`config.mk`:
```
export PLATFORM = sky130hd
export DESIGN_NAME = snake_body
export DESIGN_NICKNAME = d
export VERILOG_FILES = /design/src/rtl/snake_pkg.sv /design/src/rtl/snake_next_head.sv /design/src/rtl/snake_body.sv
export SDC_FILE = /design/constraint.sdc
export NUM_CORES = 1
export LEC_CHECK = 0
export CORE_MARGIN = 1.5
export CORE_UTILIZATION = 25
export CTS_CLUSTER_SIZE = 30
export DETAILED_ROUTE_END_ITERATION = 7
export MAX_ROUTING_LAYER = met4
export PLACE_DENSITY = 0.5
export SLEW_MARGIN = 20
export SYNTH_ARGS = -nofsm -noshare
export SYNTH_HDL_FRONTEND = slang
export SYNTH_HIERARCHICAL = 1
export SYNTH_SLANG_ARGS = --single-unit
```
`constraint.sdc`:
```
create_clock -name clk -period 16 [get_ports clk]
set_clock_uncertainty 0.2 [all_clocks]
set_input_delay 3.2 -clock clk [delete_from_list [all_inputs] [get_ports clk]]
set_output_delay 3.2 -clock clk [all_outputs]
set_load 0.05 [all_outputs]
```
`src/rtl/snake_pkg.sv`:
```
// snake_pkg
// Shared definitions for the snake-body engine: direction and state
// encodings, default grid size, the barrier cell list and the initial
// head position. Also carries small helpers used by the engine and the
// next-head calculator.
package snake_pkg;

    // Direction encoding. Opposite directions differ only in bit 1.
    typedef enum logic [1:0] {
        DIR_UP    = 2'd0,
        DIR_RIGHT = 2'd1,
        DIR_DOWN  = 2'd2,
        DIR_LEFT  = 2'd3
    } dir_t;

    // Game-body state encoding, also driven straight out on state_o.
    typedef enum logic [1:0] {
        ST_IDLE = 2'd0,
        ST_RUN  = 2'd1,
        ST_DEAD = 2'd2
    } state_t;

    localparam int GRID_W = 10;
    localparam int GRID_H = 8;

    // Barrier cells, packed 4 bits per cell: (3,2) (4,2) (5,2) (6,2).
    localparam int NUM_BARRIERS = 4;
    localparam logic [4*NUM_BARRIERS-1:0] BARRIER_X = {4'd6, 4'd5, 4'd4, 4'd3};
    localparam logic [4*NUM_BARRIERS-1:0] BARRIER_Y = {4'd2, 4'd2, 4'd2, 4'd2};

    localparam logic [3:0] INIT_HEAD_X = 4'd2;
    localparam logic [3:0] INIT_HEAD_Y = 4'd4;

    // True when a is the exact opposite of b.
    function automatic logic is_reverse(input dir_t a, input dir_t b);
        return a == dir_t'(b ^ 2'd2);
    endfunction

    // True when the signed candidate cell lands on any barrier cell.
    function automatic logic is_barrier(input logic signed [4:0] x,
                                        input logic signed [4:0] y);
        logic hit;
        hit = 1'b0;
        for (int k = 0; k < NUM_BARRIERS; k++) begin
            if (x == $signed({1'b0, BARRIER_X[4*k +: 4]}) &&
                y == $signed({1'b0, BARRIER_Y[4*k +: 4]}))
                hit = 1'b1;
        end
        return hit;
    endfunction

endpackage

```
`src/rtl/snake_next_head.sv`:
```
// snake_next_head
// Combinational next-head calculator. Moves the head one cell along the
// given direction using 5-bit signed arithmetic so that stepping off the
// left or top edge produces -1, then flags wall and barrier hits.
// Ports:
//   head_x, head_y   current head cell
//   dir              direction to move (snake_pkg::dir_t encoding)
//   nh_x, nh_y       candidate head cell, signed
//   wall_hit         candidate lies outside the grid
//   barrier_hit      candidate lies on a barrier cell
module snake_next_head #(
    parameter int GRID_W = snake_pkg::GRID_W,
    parameter int GRID_H = snake_pkg::GRID_H
) (
    input  logic [3:0]        head_x,
    input  logic [3:0]        head_y,
    input  logic [1:0]        dir,
    output logic signed [4:0] nh_x,
    output logic signed [4:0] nh_y,
    output logic              wall_hit,
    output logic              barrier_hit
);
    import snake_pkg::*;

    localparam logic signed [4:0] X_MAX = 5'(GRID_W - 1);
    localparam logic signed [4:0] Y_MAX = 5'(GRID_H - 1);

    // Step one cell on the committed axis, then classify the result.
    always_comb begin
        nh_x = $signed({1'b0, head_x});
        nh_y = $signed({1'b0, head_y});
        case (dir_t'(dir))
            DIR_UP:    nh_y = nh_y - 5'sd1;
            DIR_RIGHT: nh_x = nh_x + 5'sd1;
            DIR_DOWN:  nh_y = nh_y + 5'sd1;
            default:   nh_x = nh_x - 5'sd1;
        endcase
        wall_hit    = (nh_x < 5'sd0) || (nh_x > X_MAX) ||
                      (nh_y < 5'sd0) || (nh_y > Y_MAX);
        barrier_hit = is_barrier(nh_x, nh_y);
    end

endmodule

```
`src/rtl/snake_body.sv`:
```
// snake_body
// Snake-body state engine. On each move tick in RUN it advances the head,
// shifts the body, applies fruit growth or poison shrink, and detects death
// from walls, barriers and self-collision. Slots at or beyond the current
// length always mirror the tail so the display never shows stale cells.
// Ports:
//   clk, rst                      clock, synchronous active-high reset
//   start                         reload the init image and enter RUN
//   step                          one-cycle move tick
//   dir_in, dir_valid             requested direction and its qualifier
//   fruit_x/y, poison_x/y         item cells
//   snake_x_o, snake_y_o          packed segment coords, segment 0 = head
//   length_o                      current length
//   eat_o, poison_o               one-cycle item pulses
//   dead_o, state_o               DEAD level and FSM state
module snake_body #(
    parameter int MAX_LEN  = 10,
    parameter int GRID_W   = snake_pkg::GRID_W,
    parameter int GRID_H   = snake_pkg::GRID_H,
    parameter int INIT_LEN = 3
) (
    input  logic                 clk,
    input  logic                 rst,
    input  logic                 start,
    input  logic                 step,
    input  logic [1:0]           dir_in,
    input  logic                 dir_valid,
    input  logic [3:0]           fruit_x,
    input  logic [3:0]           fruit_y,
    input  logic [3:0]           poison_x,
    input  logic [3:0]           poison_y,
    output logic [4*MAX_LEN-1:0] snake_x_o,
    output logic [4*MAX_LEN-1:0] snake_y_o,
    output logic [3:0]           length_o,
    output logic                 eat_o,
    output logic                 poison_o,
    output logic                 dead_o,
    output logic [1:0]           state_o
);
    import snake_pkg::*;

    localparam logic [3:0] MAX_LEN_L  = 4'(MAX_LEN);
    localparam logic [3:0] INIT_LEN_L = 4'(INIT_LEN);

    state_t            state_r, state_nx;
    dir_t              dir_r, dir_nx, dir_req_r, dir_req_nx, step_dir;
    logic [3:0]        seg_x_r  [MAX_LEN];
    logic [3:0]        seg_y_r  [MAX_LEN];
    logic [3:0]        seg_x_nx [MAX_LEN];
    logic [3:0]        seg_y_nx [MAX_LEN];
    logic [3:0]        init_x   [MAX_LEN];
    logic [3:0]        init_y   [MAX_LEN];
    logic [3:0]        sh_x     [MAX_LEN];
    logic [3:0]        sh_y     [MAX_LEN];
    logic [3:0]        mv_x     [MAX_LEN];
    logic [3:0]        mv_y     [MAX_LEN];
    logic [3:0]        len_r, len_nx, len_step, tail_idx;
    logic              eat_r, eat_nx, poison_r, poison_nx;
    logic              dir_ok;
    logic signed [4:0] nh_x, nh_y;
    logic              wall_hit, barrier_hit;
    logic              fruit_hit, poison_hit, grow, self_hit, fatal;

    // Init image: head at INIT_LEN-1 on row 4, body trailing left, unused
    // slots parked on the tail cell.
    always_comb begin
        for (int i = 0; i < MAX_LEN; i++) begin
            if (i < INIT_LEN)
                init_x[i] = INIT_HEAD_X - 4'(i);
            else
                init_x[i] = INIT_HEAD_X - 4'(INIT_LEN - 1);
            init_y[i] = INIT_HEAD_Y;
        end
    end

    // A request that would reverse the committed direction is dropped, so
    // the snake can never fold back onto its own neck. A request arriving
    // with a step applies to that same step.
    assign dir_ok   = dir_valid && !is_reverse(dir_t'(dir_in), dir_r);
    assign step_dir = dir_ok ? dir_t'(dir_in) : dir_req_r;

    snake_next_head #(
        .GRID_W (GRID_W),
        .GRID_H (GRID_H)
    ) u_next_head (
        .head_x      (seg_x_r[0]),
        .head_y      (seg_y_r[0]),
        .dir         (step_dir),
        .nh_x        (nh_x),
        .nh_y        (nh_y),
        .wall_hit    (wall_hit),
        .barrier_hit (barrier_hit)
    );

    // Item and collision classification of the candidate head. The tail
    // slot is excluded from self-collision unless the body is growing,
    // because a non-growing tail vacates its cell on this very step.
    always_comb begin
        fruit_hit  = (nh_x == $signed({1'b0, fruit_x})) &&
                     (nh_y == $signed({1'b0, fruit_y}));
        poison_hit = !fruit_hit &&
                     (nh_x == $signed({1'b0, poison_x})) &&
                     (nh_y == $signed({1'b0, poison_y}));
        grow       = fruit_hit && (len_r < MAX_LEN_L);
        self_hit   = 1'b0;
        for (int j = 0; j < MAX_LEN; j++) begin
            if ((4'(j) < len_r) && (grow || (4'(j) != len_r - 4'd1)) &&
                (nh_x == $signed({1'b0, seg_x_r[j]})) &&
                (nh_y == $signed({1'b0, seg_y_r[j]})))
                self_hit = 1'b1;
        end
        fatal = wall_hit || barrier_hit || self_hit ||
                (poison_hit && (len_r == 4'd1));
    end

    // Shift the body by one slot behind the new head, then re-park every
    // slot past the new tail onto the tail cell.
    always_comb begin
        if (grow)
            len_step = len_r + 4'd1;
        else if (poison_hit)
            len_step = len_r - 4'd1;
        else
            len_step = len_r;
        tail_idx = len_step - 4'd1;
        sh_x[0]  = nh_x[3:0];
        sh_y[0]  = nh_y[3:0];
        for (int i = 1; i < MAX_LEN; i++) begin
            sh_x[i] = seg_x_r[i-1];
            sh_y[i] = seg_y_r[i-1];
        end
        for (int i = 0; i < MAX_LEN; i++) begin
            if (4'(i) > tail_idx) begin
                mv_x[i] = sh_x[tail_idx];
                mv_y[i] = sh_y[tail_idx];
            end else begin
                mv_x[i] = sh_x[i];
                mv_y[i] = sh_y[i];
            end
        end
    end

    // Next-state logic. start re-initialises from any state and wins over
    // a coincident step; steps only act in RUN, and a fatal step freezes
    // the body and moves to DEAD without any item pulse.
    always_comb begin
        state_nx   = state_r;
        dir_nx     = dir_r;
        dir_req_nx = dir_req_r;
        seg_x_nx   = seg_x_r;
        seg_y_nx   = seg_y_r;
        len_nx     = len_r;
        eat_nx     = 1'b0;
        poison_nx  = 1'b0;
        if (dir_ok)
            dir_req_nx = dir_t'(dir_in);
        if (start) begin
            state_nx   = ST_RUN;
            dir_nx     = DIR_RIGHT;
            dir_req_nx = DIR_RIGHT;
            seg_x_nx   = init_x;
            seg_y_nx   = init_y;
            len_nx     = INIT_LEN_L;
        end else if ((state_r == ST_RUN) && step) begin
            dir_nx = step_dir;
            if (fatal) begin
                state_nx = ST_DEAD;
            end else begin
                seg_x_nx  = mv_x;
                seg_y_nx  = mv_y;
                len_nx    = len_step;
                eat_nx    = fruit_hit;
                poison_nx = poison_hit;
            end
        end
    end

    // State register; reset loads the init image and parks in IDLE.
    always_ff @(posedge clk) begin
        if (rst) begin
            state_r   <= ST_IDLE;
            dir_r     <= DIR_RIGHT;
            dir_req_r <= DIR_RIGHT;
            seg_x_r   <= init_x;
            seg_y_r   <= init_y;
            len_r     <= INIT_LEN_L;
            eat_r     <= 1'b0;
            poison_r  <= 1'b0;
        end else begin
            state_r   <= state_nx;
            dir_r     <= dir_nx;
            dir_req_r <= dir_req_nx;
            seg_x_r   <= seg_x_nx;
            seg_y_r   <= seg_y_nx;
            len_r     <= len_nx;
            eat_r     <= eat_nx;
            poison_r  <= poison_nx;
        end
    end

    // Pack the segment registers onto the display buses.
    for (genvar g = 0; g < MAX_LEN; g++) begin : g_pack
        assign snake_x_o[4*g +: 4] = seg_x_r[g];
        assign snake_y_o[4*g +: 4] = seg_y_r[g];
    end

    assign length_o = len_r;
    assign eat_o    = eat_r;
    assign poison_o = poison_r;
    assign dead_o   = (state_r == ST_DEAD);
    assign state_o  = state_r;

endmodule

```
==> metrics.md <==
| Metric | Value |
|---|---|
| Post-Syn Nets | `938` |
| Crit path capture type | `flop` |
| CTS Sinks | `92` |
| CP Max Fanout | `20` |
| Post_cts resized | `0` |
| Pins Over Slew Limit | `0` |
| R2R Setup Slk | `8.71 ns` |
| Largest net degree at the start of global routing | `78` |
| Max_cap viols | `0` |
| Clock root buffer | `clkbuf_16` |
| Vias/cell | `5.48` |
| Power Density | `80.7 mW/mm^2` |
| First-pass GRT wire length | `45.8 mm` |
| Slowest CP cell | `xnor2_2` |
| Sequential fraction of the synthesis area | `25.5%` |
| Critical Path Max Stage Delay | `0.91 ns` |
| Setup TNS | `0 ns` |
| Mapped Cells | `896` |
| Vias | `7407` |
| Yosys reg bits | `92` |
| Worst EP arrival | `10.30 ns` |
| Non-Filler Instances | `1351` |
| Buf+Inv Stages, Crit Path | `2` |
| Reg clk slew, reported paths | `0.07 ns` |
| Cts bufs inserted | `9` |
| Syn-to-layout area delta | `22.8%` |
| Worst min path class | `reg2reg` |
| Detailed Routing Iterations Pass 1 | `7` |
| N_diodes | `0` |
| I/O pin total | `112` |
| Die ar. | `0.0299 sq mm` |
| Vias in the first global route | `7108` |
| Syn Area/Cell | `8.05 sq um` |
| Detailed Route WL | `30.3 mm` |
| TritonCTS clock tree | `built` |
| Max VDD drop | `0.0000570 V` |
| # DRC | `0` |
| Post-CTS Hold Buffers | `0` |
| Yosys cell types | `78` |
| Placed cell count | `1335` |
| Commonest non-fill, non-tap cell in the layout | `clkdlybuf4s50_1` |
| Setup violations, final | `0` |
| Post-synth ARST share | `0%` |
| Initial antenna violation count | `0` |
| HPWL after DPL | `21.7 mm` |
| FMAX | `97.8 MHz` |
| Total gr overflow | `0` |
| Initial Util | `25.3%` |
| CTS max path bufs | `2` |
| Outcome | `complete, no violations` |
| Final nets | `1004` |
| Num rows | `62` |
| Die Span Y | `173 um` |
| Layout cells sized above 1 | `10.5%` |
| Relative slew slack | `24.6%` |
| Overall routing resource usage | `20.7%` |
| Kind of critical path | `in2reg` |
| Starting DRT DRC Count | `671` |
| Critical path startpoint category | `primary input` |
| Placeable core region | `0.0285 sq mm` |
| Worst Max-Slew Pin Slew | `1.12 ns` |
| Placer Congestion | `0.904` |
| EDFF count, synth | `0` |
| Port bufs | `111` |
| Clk_lat worst skew | `0.37 ns` |
| Most frequent cells in the layout | `clkdlybuf4s50_1, dfxtp_1, nand2_1` |
| Leak pwr | `0.00302 uW` |
| Post-CTS Setup Inserts | `0` |
| Chip width | `173 um` |
| Crit share post-route | `63.9%` |
| RSZ-0062 raised after global routing | `false` |
| Antenna viol nets, final | `0` |
| CP Cell Sequence | `clkdlybuf4s50_1 > xor2_1 > or2_2 > a21oi_1 > nand2b_1 > ha_1 > a21oi_1 > nand2_1 > xor2_1 > mux2i_1 > inv_1 > xor2_1 > nor4_2 > and3_1 > a21oi_2 > o32a_1 > ha_1 > xnor2_1 > xnor2_2 > nand2_1 > a32oi_1 > a21oi_1 > o31ai_1` |
| Worst EP required | `16.08 ns` |
| Ys Warns | `6` |
| Main synth FF type | `dfxtp_1` |
| H-tree levels | `3` |
| Synthesized area | `0.00721 sq mm` |
| Crit path time final | `10.23 ns` |
| Worst path top cell family by delay | `compound AO/OA/AOI/OAI gates` |
| Fin. Hold Viols | `0` |
| Routed len/inst | `22.4 um` |
-- worst paths after layout --
| path | startpoint | end | depth (start not counted) |
|---|---|---|---|
| max | dir_in[0] | snake_y_o[22] | 23 |
| min | dir_r[1] | dir_r[1] | 2 |
| max reg2reg | dir_r[0] | snake_y_o[22] | 22 |
| min reg2reg | dir_r[1] | dir_r[1] | 2 |
-- stage by stage --
stage	power, uW	setup slack [ns]	util, %	hold WS (ns)	area (sq um)
finish	714	5.77	31.0	0.293	8850
global placement	505	5.62	30.0	0.285	8580
detailed placement	505	5.49	30.0	0.287	8580
global route	744	5.11	31.0	0.336	8850
CTS	716	5.84	31.0	0.297	8850
floorplan	431	7.30	-	0.262	7210
-- worst min-delay path, delay by kind of cell (launching register included) --
kind,cells,cell delay [ns]
AO/OA/AOI/OAI,1,0.06
AND/OR/NAND/NOR,1,0.06
flip-flops,1,0.33
-- registers in the layout, indices dropped and copies added (netlist names) --
signal,count
dir_r,2
length_o,4
eat_o,1
dir_req_r,2
poison_o,1
state_o,2
snake_x_o,40
snake_y_o,40
-- final cells by class --
cell class | count | area [sq um]
fillers | 3133 | 19700
multi-input cells | 716 | 4980
flip-flops and latches | 92 | 1840
repair buffers | 123 | 1200
well taps | 384 | 480
clock buffers | 11 | 243
inverters | 20 | 75.1
clock inverters | 5 | 35.0
-- cells in the mapped netlist, drive strengths merged, types with 3 or more instances --
cell / n / area share (%)
nand2: 89 / 4.7
ha: 17 / 2.9
dfxtp: 92 / 26
and3: 7 / 0.61
o31ai: 9 / 0.94
nand4: 28 / 2.6
nor3: 10 / 0.83
o21ai: 67 / 4.7
a32oi: 12 / 2.3
mux2i: 20 / 2.8
and2: 8 / 0.73
o22ai: 7 / 0.61
buf: 49 / 4.1
xor2: 52 / 6.3
nor4: 12 / 1.2
o211ai: 27 / 3.2
and4: 5 / 0.61
a21boi: 6 / 0.68
or4: 6 / 0.62
a21o: 3 / 0.31
nor2: 47 / 2.5
clkbuf: 19 / 0.99
xnor2: 60 / 7.3
nand2b: 6 / 0.52
nand3: 55 / 3.9
mux2: 14 / 2.2
a21oi: 69 / 4.9
a31o: 5 / 0.61
a31oi: 27 / 2.3
mux4: 5 / 1.6
a22oi: 3 / 0.38
a211oi: 4 / 0.42
inv: 19 / 0.99
nor2b: 4 / 0.35
or2: 4 / 0.35
-- cells by family (layout without fill, tap and decap cells) --
logic type	count (synthesis)	count (layout)	synth area share, %
and+or+nand+nor	288	288	20.4
AOI/OAI and AO/OA	258	258	24.3
xor gates and xnor gates	112	112	13.6
DFF	92	92	25.5
buffers and inverters	88	159	6.16
muxes	39	39	6.52
adders and majority gates	19	19	3.50
-- report_power, final --
group,switching (uW),total [uW],internal (uW)
Combinational,172,258,85.8
Clock,102,212,110
Sequential,10.8,245,234
-- routing by layer --
metal  GRT usage, %  share of wire, %
met1           27.9                46
met2           31.0                45
met3           2.68               5.2
met4           8.88               3.8
met5              -                 0
Note: power is estimated with default switching activity, not from simulation.
